<file path="config.mk">
export PLATFORM = sky130hd
export DESIGN_NAME = tone_meter_flat
export DESIGN_NICKNAME = d
export VERILOG_FILES = /design/src/rtl/tone_meter_pkg.sv /design/src/rtl/tone_meter_if.sv /design/src/rtl/udiv32.sv /design/src/rtl/tone_meter.sv /design/src/flat_wrapper.sv
export SDC_FILE = /design/constraint.sdc
export NUM_CORES = 1
export LEC_CHECK = 0
export CAP_MARGIN = 20
export CELL_PAD_IN_SITES_DETAIL_PLACEMENT = 1
export CELL_PAD_IN_SITES_GLOBAL_PLACEMENT = 1
export CORE_ASPECT_RATIO = 0.9
export CORE_MARGIN = 5
export CORE_UTILIZATION = 46
export CTS_CLUSTER_DIAMETER = 80
export CTS_CLUSTER_SIZE = 14
export DETAILED_ROUTE_END_ITERATION = 6
export PLACE_DENSITY_LB_ADDON = 0.25
export SETUP_SLACK_MARGIN = 0.1
export SLEW_MARGIN = 40
export SYNTH_ARGS = -nofsm -noshare
export SYNTH_HDL_FRONTEND = slang
export SYNTH_HIERARCHICAL = 1
export SYNTH_SLANG_ARGS = --single-unit
</file>
<file path="constraint.sdc">
create_clock -name clk -period 5.7 [get_ports clk]
set_input_delay 0.57 -clock clk [delete_from_list [all_inputs] [get_ports clk]]
set_output_delay 0.57 -clock clk [all_outputs]
set_load 0.01 [all_outputs]
</file>
<file path="src/rtl/tone_meter_pkg.sv">
// tone_meter_pkg: shared constants and types for the tone_meter block.
//   - Register addresses of the Avalon-MM register map.
//   - Bit positions inside the status register.
//   - 32-bit data word type used for all registers.
package tone_meter_pkg;

  typedef logic [31:0] word_t;

  // Register map (word addresses)
  localparam logic [1:0] REG_PERIOD = 2'd0;
  localparam logic [1:0] REG_FREQ   = 2'd1;
  localparam logic [1:0] REG_STATUS = 2'd2;
  localparam logic [1:0] REG_EDGES  = 2'd3;

  // Status register bit positions
  localparam int unsigned STAT_VALID = 0;
  localparam int unsigned STAT_BUSY  = 1;
  localparam int unsigned STAT_TMO   = 2;

endpackage

</file>
<file path="src/rtl/tone_meter_if.sv">
// tone_meter_if: Avalon-MM register bus between the processor and tone_meter.
//   address   : 2-bit word address
//   read      : read strobe, data returned one cycle later on readdata
//   readdata  : registered read data
//   write     : write strobe
//   writedata : write data
// Modports: master (processor side), slave (tone_meter side).
interface tone_meter_if;
  import tone_meter_pkg::*;

  logic [1:0] address;
  logic       read;
  logic       write;
  word_t      writedata;
  word_t      readdata;

  modport master (
    output address,
    output read,
    output write,
    output writedata,
    input  readdata
  );

  modport slave (
    input  address,
    input  read,
    input  write,
    input  writedata,
    output readdata
  );

endinterface

</file>
<file path="src/rtl/udiv32.sv">
// udiv32: sequential restoring unsigned divider, one quotient bit per cycle.
//   clk      : clock, rising edge
//   reset_n  : synchronous active-low reset
//   start    : load dividend/divisor and begin (restarts a running division)
//   abort    : cancel any running division; beats start
//   dividend : numerator, sampled on start
//   divisor  : denominator, sampled on start, must be non-zero
//   quotient : final quotient, meaningful only while done is high
//   busy     : division in progress
//   done     : 1-cycle pulse in the cycle the last quotient bit is formed
module udiv32
  import tone_meter_pkg::*;
(
  input  logic  clk,
  input  logic  reset_n,
  input  logic  start,
  input  logic  abort,
  input  word_t dividend,
  input  word_t divisor,
  output word_t quotient,
  output logic  busy,
  output logic  done
);

  word_t       rem_q;
  word_t       acc_q;  // dividend bits shift out the top, quotient bits shift in the bottom
  word_t       dvs_q;
  logic [4:0]  cnt_q;
  logic        busy_q;

  logic [32:0] shifted;
  logic [32:0] diff;
  logic        ge;
  word_t       rem_nx;
  word_t       acc_nx;
  logic        last;

  always_comb begin
    shifted = {rem_q, acc_q[31]};
    diff    = shifted - {1'b0, dvs_q};
    ge      = (shifted >= {1'b0, dvs_q});
    rem_nx  = ge ? diff[31:0] : shifted[31:0];
    acc_nx  = {acc_q[30:0], ge};
    last    = (cnt_q == 5'd31);
  end

  assign quotient = acc_nx;
  assign busy     = busy_q;
  assign done     = busy_q & last & ~abort;

  always_ff @(posedge clk) begin
    if (!reset_n) begin
      rem_q  <= '0;
      acc_q  <= '0;
      dvs_q  <= '0;
      cnt_q  <= '0;
      busy_q <= 1'b0;
    end else if (abort) begin
      busy_q <= 1'b0;
    end else if (start) begin
      rem_q  <= '0;
      acc_q  <= dividend;
      dvs_q  <= divisor;
      cnt_q  <= '0;
      busy_q <= 1'b1;
    end else if (busy_q) begin
      rem_q <= rem_nx;
      acc_q <= acc_nx;
      cnt_q <= cnt_q + 5'd1;
      if (last) busy_q <= 1'b0;
    end
  end

endmodule

</file>
<file path="src/rtl/tone_meter.sv">
// tone_meter: measures an external square wave on sig and reports period,
// frequency, rising-edge count and status over an Avalon-MM slave port.
//   fclk    : clock frequency in Hz (frequency numerator and 1 s timeout)
//   clk     : system clock, rising edge
//   reset_n : synchronous active-low reset
//   sig     : measured input, asynchronous to clk
//   bus     : tone_meter_if.slave register port (read latency 1)
// Registers: 0 period, 1 freq, 2 status {tmo, busy, valid}, 3 edges.
// Build option: define TONE_METER_FREQ_EN to instantiate the udiv32 frequency
// divider; without it address 1 reads 0 and status busy stays 0.
module tone_meter
  import tone_meter_pkg::*;
#(
  parameter int unsigned fclk = 50_000_000
) (
  input  logic        clk,
  input  logic        reset_n,
  input  logic        sig,
  tone_meter_if.slave bus
);

  localparam word_t CountMax = word_t'(fclk - 1);
  localparam word_t CountPre = word_t'(fclk - 2);

  logic  sig_s1_q, sig_s2_q, sig_d_q;
  word_t count_q;
  word_t period_q;
  word_t edges_q;
  word_t readdata_q;
  logic  armed_q;
  logic  valid_q;
  logic  tmo_q;

  logic  rise;
  logic  timeout;
  logic  capture;
  logic  tmo_clr;
  logic  busy;
  word_t freq;
  word_t rdata;
  logic  unused_wdata;

  assign rise    = sig_s2_q & ~sig_d_q;
  // One-shot: fires only on the step into saturation, so a later tmo clear sticks.
  assign timeout = ~rise & (count_q == CountPre);
  assign capture = rise & armed_q;
  assign tmo_clr = bus.write & (bus.address == REG_STATUS) & bus.writedata[STAT_TMO];

  // Only writedata[2] has a meaning.
  assign unused_wdata = ^{bus.writedata[31:3], bus.writedata[1:0]};

  always_ff @(posedge clk) begin
    if (!reset_n) begin
      sig_s1_q <= 1'b0;
      sig_s2_q <= 1'b0;
      sig_d_q  <= 1'b0;
      count_q  <= '0;
      period_q <= '0;
      edges_q  <= '0;
      armed_q  <= 1'b0;
      valid_q  <= 1'b0;
      tmo_q    <= 1'b0;
    end else begin
      sig_s1_q <= sig;
      sig_s2_q <= sig_s1_q;
      sig_d_q  <= sig_s2_q;

      if (rise) begin
        count_q <= '0;
      end else if (count_q != CountMax) begin
        count_q <= count_q + 32'd1;
      end

      if (rise) edges_q <= edges_q + 32'd1;

      if (rise) begin
        armed_q <= 1'b1;
        if (armed_q) begin
          period_q <= count_q + 32'd1;
          valid_q  <= 1'b1;
        end
      end else if (timeout) begin
        period_q <= '0;
        valid_q  <= 1'b0;
        armed_q  <= 1'b0;
      end

      if (timeout) begin
        tmo_q <= 1'b1;
      end else if (tmo_clr) begin
        tmo_q <= 1'b0;
      end
    end
  end

`ifdef TONE_METER_FREQ_EN
  logic  div_start_q;
  logic  div_busy;
  logic  div_done;
  word_t div_quotient;
  word_t freq_q;

  udiv32 u_udiv32 (
    .clk      (clk),
    .reset_n  (reset_n),
    .start    (div_start_q),
    .abort    (timeout),
    .dividend (word_t'(fclk)),
    .divisor  (period_q),
    .quotient (div_quotient),
    .busy     (div_busy),
    .done     (div_done)
  );

  // Start is delayed one cycle so the divider sees the freshly captured period.
  always_ff @(posedge clk) begin
    if (!reset_n) begin
      div_start_q <= 1'b0;
      freq_q      <= '0;
    end else begin
      div_start_q <= capture;
      if (timeout) begin
        freq_q <= '0;
      end else if (div_done) begin
        freq_q <= div_quotient;
      end
    end
  end

  assign freq = freq_q;
  assign busy = div_busy | div_start_q;
`else
  logic unused_capture;

  assign unused_capture = capture;
  assign freq           = '0;
  assign busy           = 1'b0;
`endif

  always_comb begin
    rdata = '0;
    unique case (bus.address)
      REG_PERIOD: rdata = period_q;
      REG_FREQ:   rdata = freq;
      REG_STATUS: begin
        rdata[STAT_VALID] = valid_q;
        rdata[STAT_BUSY]  = busy;
        rdata[STAT_TMO]   = tmo_q;
      end
      REG_EDGES:  rdata = edges_q;
    endcase
  end

  always_ff @(posedge clk) begin
    if (!reset_n) begin
      readdata_q <= '0;
    end else if (bus.read) begin
      readdata_q <= rdata;
    end
  end

  assign bus.readdata = readdata_q;

endmodule

</file>
<file path="src/flat_wrapper.sv">
// flat-port wrapper written by rule: the top's interface ports become plain ports
module tone_meter_flat import tone_meter_pkg::*;
#(
  parameter int unsigned fclk = 50_000_000
)
  (clk, reset_n, sig, bus_address, bus_read, bus_write, bus_writedata, bus_readdata);
  tone_meter_if bus_i ();
  input  logic clk;
  input  logic reset_n;
  input  logic sig;
  input wire logic [$bits(bus_i.address)-1:0] bus_address;
  input wire logic [$bits(bus_i.read)-1:0] bus_read;
  input wire logic [$bits(bus_i.write)-1:0] bus_write;
  input wire logic [$bits(bus_i.writedata)-1:0] bus_writedata;
  output wire logic [$bits(bus_i.readdata)-1:0] bus_readdata;
  assign bus_i.address = bus_address;
  assign bus_i.read = bus_read;
  assign bus_i.write = bus_write;
  assign bus_i.writedata = bus_writedata;
  assign bus_readdata = bus_i.readdata;
  tone_meter #(.fclk(fclk)) u_core (.clk(clk), .reset_n(reset_n), .sig(sig), .bus(bus_i));
endmodule
</file>
==> qor.yml <==
status: "finished clean"
critPathLaunchType: "flop"
cts_tree: "yes"
coreArea_mm2: 0.0125
finClkSkew_ns: 0.00613
ys_types: 46
htree_levels: 4
portBuffers: 39
grt_pass1_vias: 4844
synth_top_area_share_pct: 46.0
synth_edf_count: 0
topRoutingLayerUsed: "met4"
met1_length_mm: 7.36
cts_root_buffer: "clkbuf_16"
drc: 0
dr.pass1.iters: 5
synthArstFlopShare_pct: 0
postRouteAntennaNets: 0
clkLatencyLatePin_ns: 0.42
start_util_pct: 46.5
via_count: 4560
max_freq_ghz: 0.407
ys_ff_latch: 134
grt.total_usage_pct: 21.6
antennaDiodeCount: 0
syn_avg_cell_area_um2: 9.50
clock_sinks: 134
multi_input_area_mm2: 0.00287
drt_iter0_markers: 341
regArea_mm2: 0.00268
critical_path_class: "flop to flop"
grt_pass1_wl_mm: 25.3
fin_util_pct: 56.1
relSlewSlack_pct: 45.3
cts_buffer_depth: 2
nets: 686
ir_worst_vdd_mv: 0.212
syn_area_mm2: 0.00583
synth.net_count: 660
clkTransAtPathRegs_ns: 0.06
wl_met2_mm: 7.39
hp-class: "flop to flop"
leakage_uw: 0.00242
min_period_ns: 2.46
hold_viol_final: 0
setup_viol: 0
drive_above_1_share_pct: 9.65
fin_crit_sh_pct: 43.1
synth_flop_cell: "dfxtp_1"
yosys_warnings: 6
tns_ns: 0
io_pins: 71
fp.dieW_um: 129
grt_max_degree: 73
met3WireLength_um: 554
post_cts_buffers: 0
die-area_mm2: 0.0150
cts-resized-gates: 0
syn_inst: 614
dp_hpwl_mm: 10.2
antenna_found_initial: 0
critical_path_required_ns: 6.00
synthTopCellsByArea: "dfxtp_1 46%, xnor2_1 7.5%, and2_1 6.9%"
gr-total-overflow: 0
rsz0062_at_grt: "false"
synth_common_cells: "134 x dfxtp_1, 64 x and2_1, 50 x xnor2_1, 42 x nor2_1, 39 x inv_1"
row_count: 39
crit_fanout: 7
max_cap_violations: 0
synthToLayoutAreaGrowth_pct: 20.5
synth.most_common_cell: "dfxtp_1"
worst_setup_path_end_kind: "flop"
vias_per_cell: 5.58
yosysSeqAreaShare_pct: 46.0
worstMarginPinSlew_ns: 0.818
wl_per_cell_um: 19.0
report.final.slew_viol_count: 0
synth_top_area_cell: "dfxtp_1"
p_per_area_mw_per_mm2: 328
wl_mm: 15.5
fillerInstances: 1365
hold_buffers: 0
worstPathArrival_ns: 2.75
place.gp.congestion: 0.785
numCtsBuffers: 17
dieHeight_um: 117
==> power by group <==
part	leakage [µW]	switching, µW	internal, µW	total, µW
Combinational	0.000992	43.4	17.6	61.0
Clock	0.000345	388	911	1300
Sequential	0.00108	5.88	941	947
Total	0.00242	437	1870	2310
==> registers in the layout, indices dropped and copies added (netlist names) <==
| register | count |
|---|---|
| u_core/valid_q | 1 |
| u_core/count_q | 32 |
| u_core/sig_d_q | 1 |
| u_core/period_q | 32 |
| u_core/sig_s1_q | 1 |
| u_core/bus.readdata | 32 |
| u_core/tmo_q | 1 |
| u_core/sig_s2_q | 1 |
| u_core/edges_q | 32 |
| u_core/armed_q | 1 |
==> per-layer routing <==
layer  GRT usage, %  up-vias
li1               -     2201
met1           28.8     2250
met2           35.0       87
met3           5.22       22
met4           6.37        0
met5              0        -
==> kinds of logic after synthesis <==
| group | after synthesis | share of synthesized area (%) |
|---|---|---|
| adder cells (fa/ha/maj) | 7 | 1.50 |
| flip-flops | 134 | 46.0 |
| AO/OA/AOI/OAI | 108 | 14.2 |
| XOR/XNOR | 62 | 9.31 |
| AND/OR/NAND/NOR | 225 | 23.2 |
| buffers and inverters | 76 | 5.55 |
| multiplexers | 2 | 0.343 |
==> worst max-delay path, stage by stage (launching register included) <==
cell and delay, ns:
dfxtp_1 0.49, ha_1 0.26, nand3_1 0.18, or4_1 0.69, nor4_2 0.39, xnor2_1 0.21, o2bb2ai_1 0.11
==> path summary, 6_finish.rpt <==
path | to | startpoint | slack (ns) | depth (start not counted)
max | u_core/period_q[30]$_SDFFE_PN0P_ | u_core/count_q[0]$_SDFFE_PP0P_ | 3.24 | 6
min | u_core/sig_s2_q$_SDFF_PN0_ | u_core/sig_s1_q$_SDFF_PN0_ | 0.46 | 1
max reg2reg | u_core/period_q[30]$_SDFFE_PN0P_ | u_core/count_q[0]$_SDFFE_PP0P_ | 3.24 | 6
min reg2reg | u_core/sig_s2_q$_SDFF_PN0_ | u_core/sig_s1_q$_SDFF_PN0_ | 0.46 | 1
==> cell type report <==
class / instances / area share [%]
inverters: 39 / 2.08
multi-input cells: 404 / 40.8
flip-flops and latches: 134 / 38.1
clock inverters: 8 / 3.06
repair buffers: 44 / 6.05
clock buffers: 24 / 6.99
well taps: 164 / 2.92
==> placed cells by master, fill, tap and decap left out, types with 4 or more instances in the layout <==
cell type        instances
nor4_2                   4
bufinv_16                7
o2bb2ai_1               30
clkdlybuf4s50_1         38
xnor2_1                 50
a22oi_1                 31
inv_1                   39
o22ai_1                 29
nor2b_1                  5
clkbuf_8                 4
clkbuf_16               17
dfxtp_1                134
and3_1                   7
a21oi_1                  5
ha_1                     6
and2_1                  64
nor3_1                   8
nor4_4                   6
buf_4                    6
nand3_1                 22
xor2_1                  12
nand2_1                 24
nand4_1                 18
nor2_1                  42
==> stage by stage <==
stage / std cells / power [µW] / hold slack, ns / setup WS [ns] / instance area (µm²)
after floorplan: 614 / 1010 / 0.412 / 3.69 / 5830
after global placement: 785 / 1020 / 0.439 / 2.87 / 6290
after detailed placement: 785 / 1030 / 0.451 / 3.15 / 6320
after CTS: 817 / 2330 / 0.469 / 3.25 / 7020
after global routing: 817 / 2380 / 0.478 / 3.14 / 7030
final: 817 / 2310 / 0.464 / 3.24 / 7030
Power figures use the tool's default switching activity.
